## config.mk

```make
export PLATFORM = sky130hd
export DESIGN_NAME = sha_block_ctrl
export DESIGN_NICKNAME = d
export VERILOG_FILES = /design/src/rtl/sha_pkg.sv /design/src/rtl/sha_wsched.sv /design/src/rtl/sha_block_ctrl.sv
export SDC_FILE = /design/constraint.sdc
export NUM_CORES = 2
export LEC_CHECK = 0
export BUFFER_PORTS_ARGS = -buffer_cell sky130_fd_sc_hd__buf_2
export CAP_MARGIN = 20
export CORE_AREA = 3 3 533 535
export DETAILED_ROUTE_END_ITERATION = 12
export DIE_AREA = 0 0 536 538
export GPL_TIMING_DRIVEN = 0
export SYNTH_ARGS = -nofsm -noshare
export SYNTH_HDL_FRONTEND = slang
export SYNTH_HIERARCHICAL = 1
export SYNTH_SLANG_ARGS = --single-unit
```

## constraint.sdc

```tcl
create_clock -name clk -period 18.8 [get_ports clk]
set_input_delay 0.94 -clock clk [delete_from_list [all_inputs] [get_ports clk]]
set_output_delay 0.94 -clock clk [all_outputs]
set_load 0.05 [all_outputs]
```

## src/rtl/sha_pkg.sv

```systemverilog
// Shared SHA-256 constants, FSM state type and message-schedule/round helper functions.
// Used by the block controller, the schedule window and the transform datapath.
package sha_pkg;

   typedef enum logic [2:0] {
      IDLE,
      INIT,
      ROUND,
      ACC,
      OUT
   } state_e;

   // Element 0 sits in the MSBs so the packed form maps directly onto chain_h.
   localparam logic [0:7][31:0] H_INIT = {
      32'h6a09e667, 32'hbb67ae85, 32'h3c6ef372, 32'ha54ff53a,
      32'h510e527f, 32'h9b05688c, 32'h1f83d9ab, 32'h5be0cd19
   };

   localparam logic [0:63][31:0] K = {
      32'h428a2f98, 32'h71374491, 32'hb5c0fbcf, 32'he9b5dba5, 32'h3956c25b, 32'h59f111f1, 32'h923f82a4, 32'hab1c5ed5,
      32'hd807aa98, 32'h12835b01, 32'h243185be, 32'h550c7dc3, 32'h72be5d74, 32'h80deb1fe, 32'h9bdc06a7, 32'hc19bf174,
      32'he49b69c1, 32'hefbe4786, 32'h0fc19dc6, 32'h240ca1cc, 32'h2de92c6f, 32'h4a7484aa, 32'h5cb0a9dc, 32'h76f988da,
      32'h983e5152, 32'ha831c66d, 32'hb00327c8, 32'hbf597fc7, 32'hc6e00bf3, 32'hd5a79147, 32'h06ca6351, 32'h14292967,
      32'h27b70a85, 32'h2e1b2138, 32'h4d2c6dfc, 32'h53380d13, 32'h650a7354, 32'h766a0abb, 32'h81c2c92e, 32'h92722c85,
      32'ha2bfe8a1, 32'ha81a664b, 32'hc24b8b70, 32'hc76c51a3, 32'hd192e819, 32'hd6990624, 32'hf40e3585, 32'h106aa070,
      32'h19a4c116, 32'h1e376c08, 32'h2748774c, 32'h34b0bcb5, 32'h391c0cb3, 32'h4ed8aa4a, 32'h5b9cca4f, 32'h682e6ff3,
      32'h748f82ee, 32'h78a5636f, 32'h84c87814, 32'h8cc70208, 32'h90befffa, 32'ha4506ceb, 32'hbef9a3f7, 32'hc67178f2
   };

   function automatic logic [31:0] rotr(input logic [31:0] x, input int unsigned n);
      return (x >> n) | (x << (32 - n));
   endfunction

   function automatic logic [31:0] s0(input logic [31:0] x);
      return rotr(x, 7) ^ rotr(x, 18) ^ (x >> 3);
   endfunction

   function automatic logic [31:0] s1(input logic [31:0] x);
      return rotr(x, 17) ^ rotr(x, 19) ^ (x >> 10);
   endfunction

   // Round-function helpers for the transform datapath.
   function automatic logic [31:0] big_s0(input logic [31:0] x);
      return rotr(x, 2) ^ rotr(x, 13) ^ rotr(x, 22);
   endfunction

   function automatic logic [31:0] big_s1(input logic [31:0] x);
      return rotr(x, 6) ^ rotr(x, 11) ^ rotr(x, 25);
   endfunction

   function automatic logic [31:0] ch(input logic [31:0] e, input logic [31:0] f, input logic [31:0] g);
      return (e & f) ^ (~e & g);
   endfunction

   function automatic logic [31:0] maj(input logic [31:0] a, input logic [31:0] b, input logic [31:0] c);
      return (a & b) ^ (a & c) ^ (b & c);
   endfunction

   // Eight independent 32-bit adds; carries never cross word boundaries.
   function automatic logic [255:0] add_words(input logic [255:0] a, input logic [255:0] b);
      logic [255:0] r;
      r = '0;
      for (int i = 0; i < 8; i++) r[32*i +: 32] = a[32*i +: 32] + b[32*i +: 32];
      return r;
   endfunction

endpackage

```

## src/rtl/sha_wsched.sv

```systemverilog
// 16-word sliding message-schedule window: w_t is W[t]; each shift appends W[t+16].
module sha_wsched
   import sha_pkg::*;
(
   input  logic         clk,
   input  logic         rst,
   input  logic         load,
   input  logic         shift,
   input  logic [511:0] block_512,
   output logic [31:0]  w_t
);

   logic [31:0] win_q [16];
   logic [31:0] w_new;

   // win_q[j] holds W[t+j], so the recurrence taps are offsets 0, 1, 9 and 14.
   assign w_new = win_q[0] + s0(win_q[1]) + win_q[9] + s1(win_q[14]);
   assign w_t   = win_q[0];

   always_ff @(posedge clk or posedge rst) begin
      if (rst) begin
         for (int i = 0; i < 16; i++) win_q[i] <= '0;
      end else if (load) begin
         for (int i = 0; i < 16; i++) win_q[i] <= block_512[511-32*i -: 32];
      end else if (shift) begin
         for (int i = 0; i < 15; i++) win_q[i] <= win_q[i+1];
         win_q[15] <= w_new;
      end
   end

endmodule

```

## src/rtl/sha_block_ctrl.sv

```systemverilog
// SHA-256 block controller: accepts padded blocks, sequences the external round datapath,
// keeps the chaining value and presents the digest. SHA_PERF_CNT_EN adds the blk_cnt counter.
module sha_block_ctrl
   import sha_pkg::*;
#(
   parameter int NUM_ROUNDS = 64
) (
   input  logic         clk,
   input  logic         rst,
   input  logic         blk_valid,
   output logic         blk_ready,
   input  logic [511:0] blk_data,
   input  logic         blk_first,
   input  logic         blk_last,
   output logic         rnd_init,
   output logic         rnd_en,
   output logic [31:0]  rnd_k,
   output logic [31:0]  rnd_w,
   output logic [255:0] chain_h,
   input  logic [255:0] state_in,
   output logic [255:0] digest,
   output logic         digest_valid,
   input  logic         digest_ready
`ifdef SHA_PERF_CNT_EN
   ,
   output logic [31:0]  blk_cnt
`endif
);

   localparam logic [5:0] LAST_IDX = 6'(NUM_ROUNDS - 1);

   state_e       state_q, state_d;
   logic [5:0]   idx_q, idx_d;
   logic         last_q;
   logic [255:0] chain_q;
   logic [255:0] digest_q;
   logic [255:0] chain_sum;
   logic [31:0]  w_t;
   logic         accept;

   assign accept    = blk_valid & blk_ready;
   assign chain_sum = add_words(chain_q, state_in);

   always_comb begin
      state_d      = state_q;
      idx_d        = idx_q;
      blk_ready    = 1'b0;
      rnd_init     = 1'b0;
      rnd_en       = 1'b0;
      digest_valid = 1'b0;
      case (state_q)
         IDLE: begin
            blk_ready = 1'b1;
            if (blk_valid) state_d = INIT;
         end
         INIT: begin
            rnd_init = 1'b1;
            idx_d    = '0;
            state_d  = ROUND;
         end
         ROUND: begin
            rnd_en = 1'b1;
            // Index saturates at the last round and is cleared on exit.
            if (idx_q == LAST_IDX) begin
               idx_d   = '0;
               state_d = ACC;
            end else begin
               idx_d = idx_q + 6'd1;
            end
         end
         ACC: state_d = last_q ? OUT : IDLE;
         OUT: begin
            digest_valid = 1'b1;
            if (digest_ready) state_d = IDLE;
         end
         default: state_d = IDLE;
      endcase
   end

   always_ff @(posedge clk or posedge rst) begin
      if (rst) begin
         state_q  <= IDLE;
         idx_q    <= '0;
         last_q   <= 1'b0;
         chain_q  <= H_INIT;
         digest_q <= '0;
      end else begin
         state_q <= state_d;
         idx_q   <= idx_d;
         if (accept) begin
            last_q <= blk_last;
            if (blk_first) chain_q <= H_INIT;
         end
         if (state_q == ACC) begin
            chain_q <= chain_sum;
            if (last_q) digest_q <= chain_sum;
         end
      end
   end

   sha_wsched u_wsched (
      .clk       (clk),
      .rst       (rst),
      .load      (accept),
      .shift     (rnd_en),
      .block_512 (blk_data),
      .w_t       (w_t)
   );

   assign rnd_k   = rnd_en ? K[idx_q] : '0;
   assign rnd_w   = rnd_en ? w_t : '0;
   assign chain_h = chain_q;
   assign digest  = digest_q;

`ifdef SHA_PERF_CNT_EN
   logic [31:0] blk_cnt_q;

   always_ff @(posedge clk or posedge rst) begin
      if (rst)                  blk_cnt_q <= '0;
      else if (state_q == ACC)  blk_cnt_q <= blk_cnt_q + 32'd1;
   end

   assign blk_cnt = blk_cnt_q;
`endif

endmodule

```

==> metrics.txt <==
reg2reg end=u_wsched/win_q[249]; synthesized flop and latch total=between 1000 and 1500; fin crit share=0.349; utilization after layout=0.280; layout cells sized above 1=0.216; via count=62000; synth unique cells=around 110; drt total wl=378 mm; Routed Antenna Nets=0; Post-synth EDFFs=0; slowest cell on the critical path=ha_1; Worst Reg-to-Reg Cells=9; post-synthesis sequential area ratio=0.422; HPWL after DPL=between 300 and 400 mm; Final Setup Violations=0; measured slew at the worst slew-check pin=1.20 ns; total track usage=0.250; die outline area=approximately 290000 sq um; WL/cell=roughly 31 microns; CTS tree=done; Startpoint Class=flip-flop; Critical R2R Launch=state_q[2]; Initial Utilization=0.221; Final Net Count=9412; Pins Over Slew Limit=0; M1 WL=roughly 160 mm; Syn Area/Cell=around 9 sq um; clk_skew=0.0778 ns; status=completed; drt drc=0; vias in the first global route=a little under 60000; RSZ-0062 raised after global routing=no; Fmax achieved=0.152 GHz; worst path arrival time=roughly 5.6 ns; Worst-path clk slew=around 0.06 ns; Met3 Wirelength=~50 mm; Cell Area, Synth=around 62000 sq um; post-synthesis cell count=6766; Synth warnings=6; Post-Syn Nets=between 7000 and 8000; TritonCTS Buffers=between 100 and 150; # resized after CTS=0; ordered cell list for the critical path=clkbuf_1 > clkinv_1 > ha_1 > clkbuf_1 > nor2_1 > o21ai_0 > o21ai_0 > a211oi_1 > a21oi_1 > nor2_1 > buf_2; Post-CTS Hold Buffers=0; top post-synthesis cells by area=dfrtp_1 (36%), mux2i_1 (8.1%), o21ai_0 (7.8%); Worst EP required=approximately 18 ns; # fillers=just over 30000; Finished Layout Cells=12200; Post-CTS Repair Setup Buffers=0; Area Growth Syn to Fin=26.4%; HP Class=primary input to async pin; Synth async-reset ratio=1.00; Top FF cell, synth=dfrtp_1; crit path time final=around 6.6 ns; uppermost layer routed=met5; leading area contributor after synthesis=dfrtp_1; Crit path largest cell delay=0.74 ns; initial drt markers=approximately 7000; R2R Setup Slk=~13 ns; Crit Path Max Fanout=14; critical path class=flip-flop to primary output; aggregate global routing overflow=0; first-pass GRT wire length=around 500 mm; Clock Latency Late Sink=~0.87 ns; FP Rows=about 190; largest net degree at the start of global routing=118; Max-cap violations=0; vias per cell=5.08; clock sink count=slightly above 1000; H-tree Lvls=3; I/O Pins=approximately 1400; chip width=roughly 540 microns; Synth top area share=0.364; DR pass1 iterations=7; Hold Fails Final Rpt=0; Root Driver=clkbuf_16; CORE AREA=between 200000 and 300000 sq um; Port Buffers=1353; initial antenna violation count=around 210; RD Place Congestion=approximately 1.1; Die Height=538 microns; headroom to the max-slew limit=0.200; Placed Cells=around 12000; WL met2=roughly 150 mm; maximum clock path buffer count=4; CP endpoint kind=primary output
-- area by class of cell --
class,instances,area [sq um],share of cell area
clock buffer,173,3520,0.0450
buffer,448,1870,0.0240
antenna,104,260,0.00333
tap,3724,4660,0.0597
sequential,1034,26000,0.334
inverter,214,818,0.0105
multi-input combinational,5070,33100,0.423
clock inverter,48,654,0.00838
timing repair buffer,1376,7200,0.0922
-- cell families after synthesis --
logic type	after synthesis	share of synthesized area
fa+ha+maj	371	0.0837
compound gates	1995	0.188
simple gates	1826	0.127
flops	1034	0.422
buf+inv	662	0.0431
mux	514	0.0847
xor+xnor	364	0.0523
-- layer usage --
layer  global-route usage  vias up
li1                     -    26800
met1                0.336    30800
met2                0.340     3466
met3                0.108      830
met4                0.121      120
met5                    0        -
-- cells in the mapped netlist, types with 10 or more instances --
library cell and n:
ha_1 301, nand3_1 81, o22ai_1 14, nor2_1 328, xor2_1 153, o21a_1 37, dfrtp_1 898, o311ai_0 11
a311oi_1 18, o21bai_1 58, a21oi_1 440, nand2_1 1086, o211ai_1 32, inv_1 210, xnor2_1 208, o22a_1 10
mux2i_1 500, buf_1 71, buf_4 32, and3_1 56, o21ai_0 965, dfstp_2 136, and2_1 12, or3_1 17
a21o_1 124, clkbuf_1 336, a31oi_1 38, nor3b_1 23, o21ai_1 48, o31ai_1 26, fa_1 70, nor2b_1 30
nor3_1 61, nand4_1 34, a211oi_1 50, nand2b_1 40
-- cells in the final DEF (no fill, tap or decap), types with 70 or more instances in the layout --
master and instances:
nor2_1 328, a21oi_1 440, dfstp_2 136, inv_1 208, xnor2_1 208, buf_2 1356, clkbuf_16 123, a21o_1 124
xor2_1 153, nand3_1 81, fa_1 70, ha_1 301, o21ai_0 965, clkbuf_1 355, diode_2 104, dfrtp_1 898
nand2_1 1086, mux2i_1 500, buf_1 70
-- registers in the layout (all words and copies together) (netlist names) --
name,count
last_q,1
state_q,3
chain_h,256
idx_q,6
digest,256
u_wsched/w_t,32
u_wsched/win_q,480
-- critical path: cells and delay by family, from the launching register on --
| family | cells | cell delay [ns] |
|---|---|---|
| AOI/OAI and AO/OA | 4 | 1.08 |
| buffers and inverters | 4 | 1.98 |
| DFF | 1 | 0.58 |
| and+or+nand+nor | 2 | 0.38 |
| adders and majority gates | 1 | 0.74 |
-- metrics by stage --
step | TNS [ns] | area [sq um] | hold WS, ns | setup slack, ns
after floorplan | 0 | 61800 | 0.495 | 3.50
final | 0 | 78100 | 0.270 | 12.24
after global routing | 0 | 78000 | 0.246 | 12.11
after global placement | -3264.23 | 73200 | 0.456 | -4.69
after detailed placement | 0 | 73600 | 0.464 | 13.15
after CTS | 0 | 77800 | 0.203 | 12.29
-- worst max-delay path by stage --
stage                     from                   to  slack (ns)
CTS                   idx_q[1]            rnd_k[10]       12.29
global route          idx_q[1]            rnd_k[10]       12.11
detailed placement  state_q[2]  u_wsched/win_q[250]       13.15
finish                idx_q[1]            rnd_k[10]       12.24
floorplan                  rst         chain_h[103]        3.50
global placement           rst          digest[166]       -4.69
Power is not shown: default switching activity piles up to over one toggle a cycle in this logic, so the estimate is an artifact.
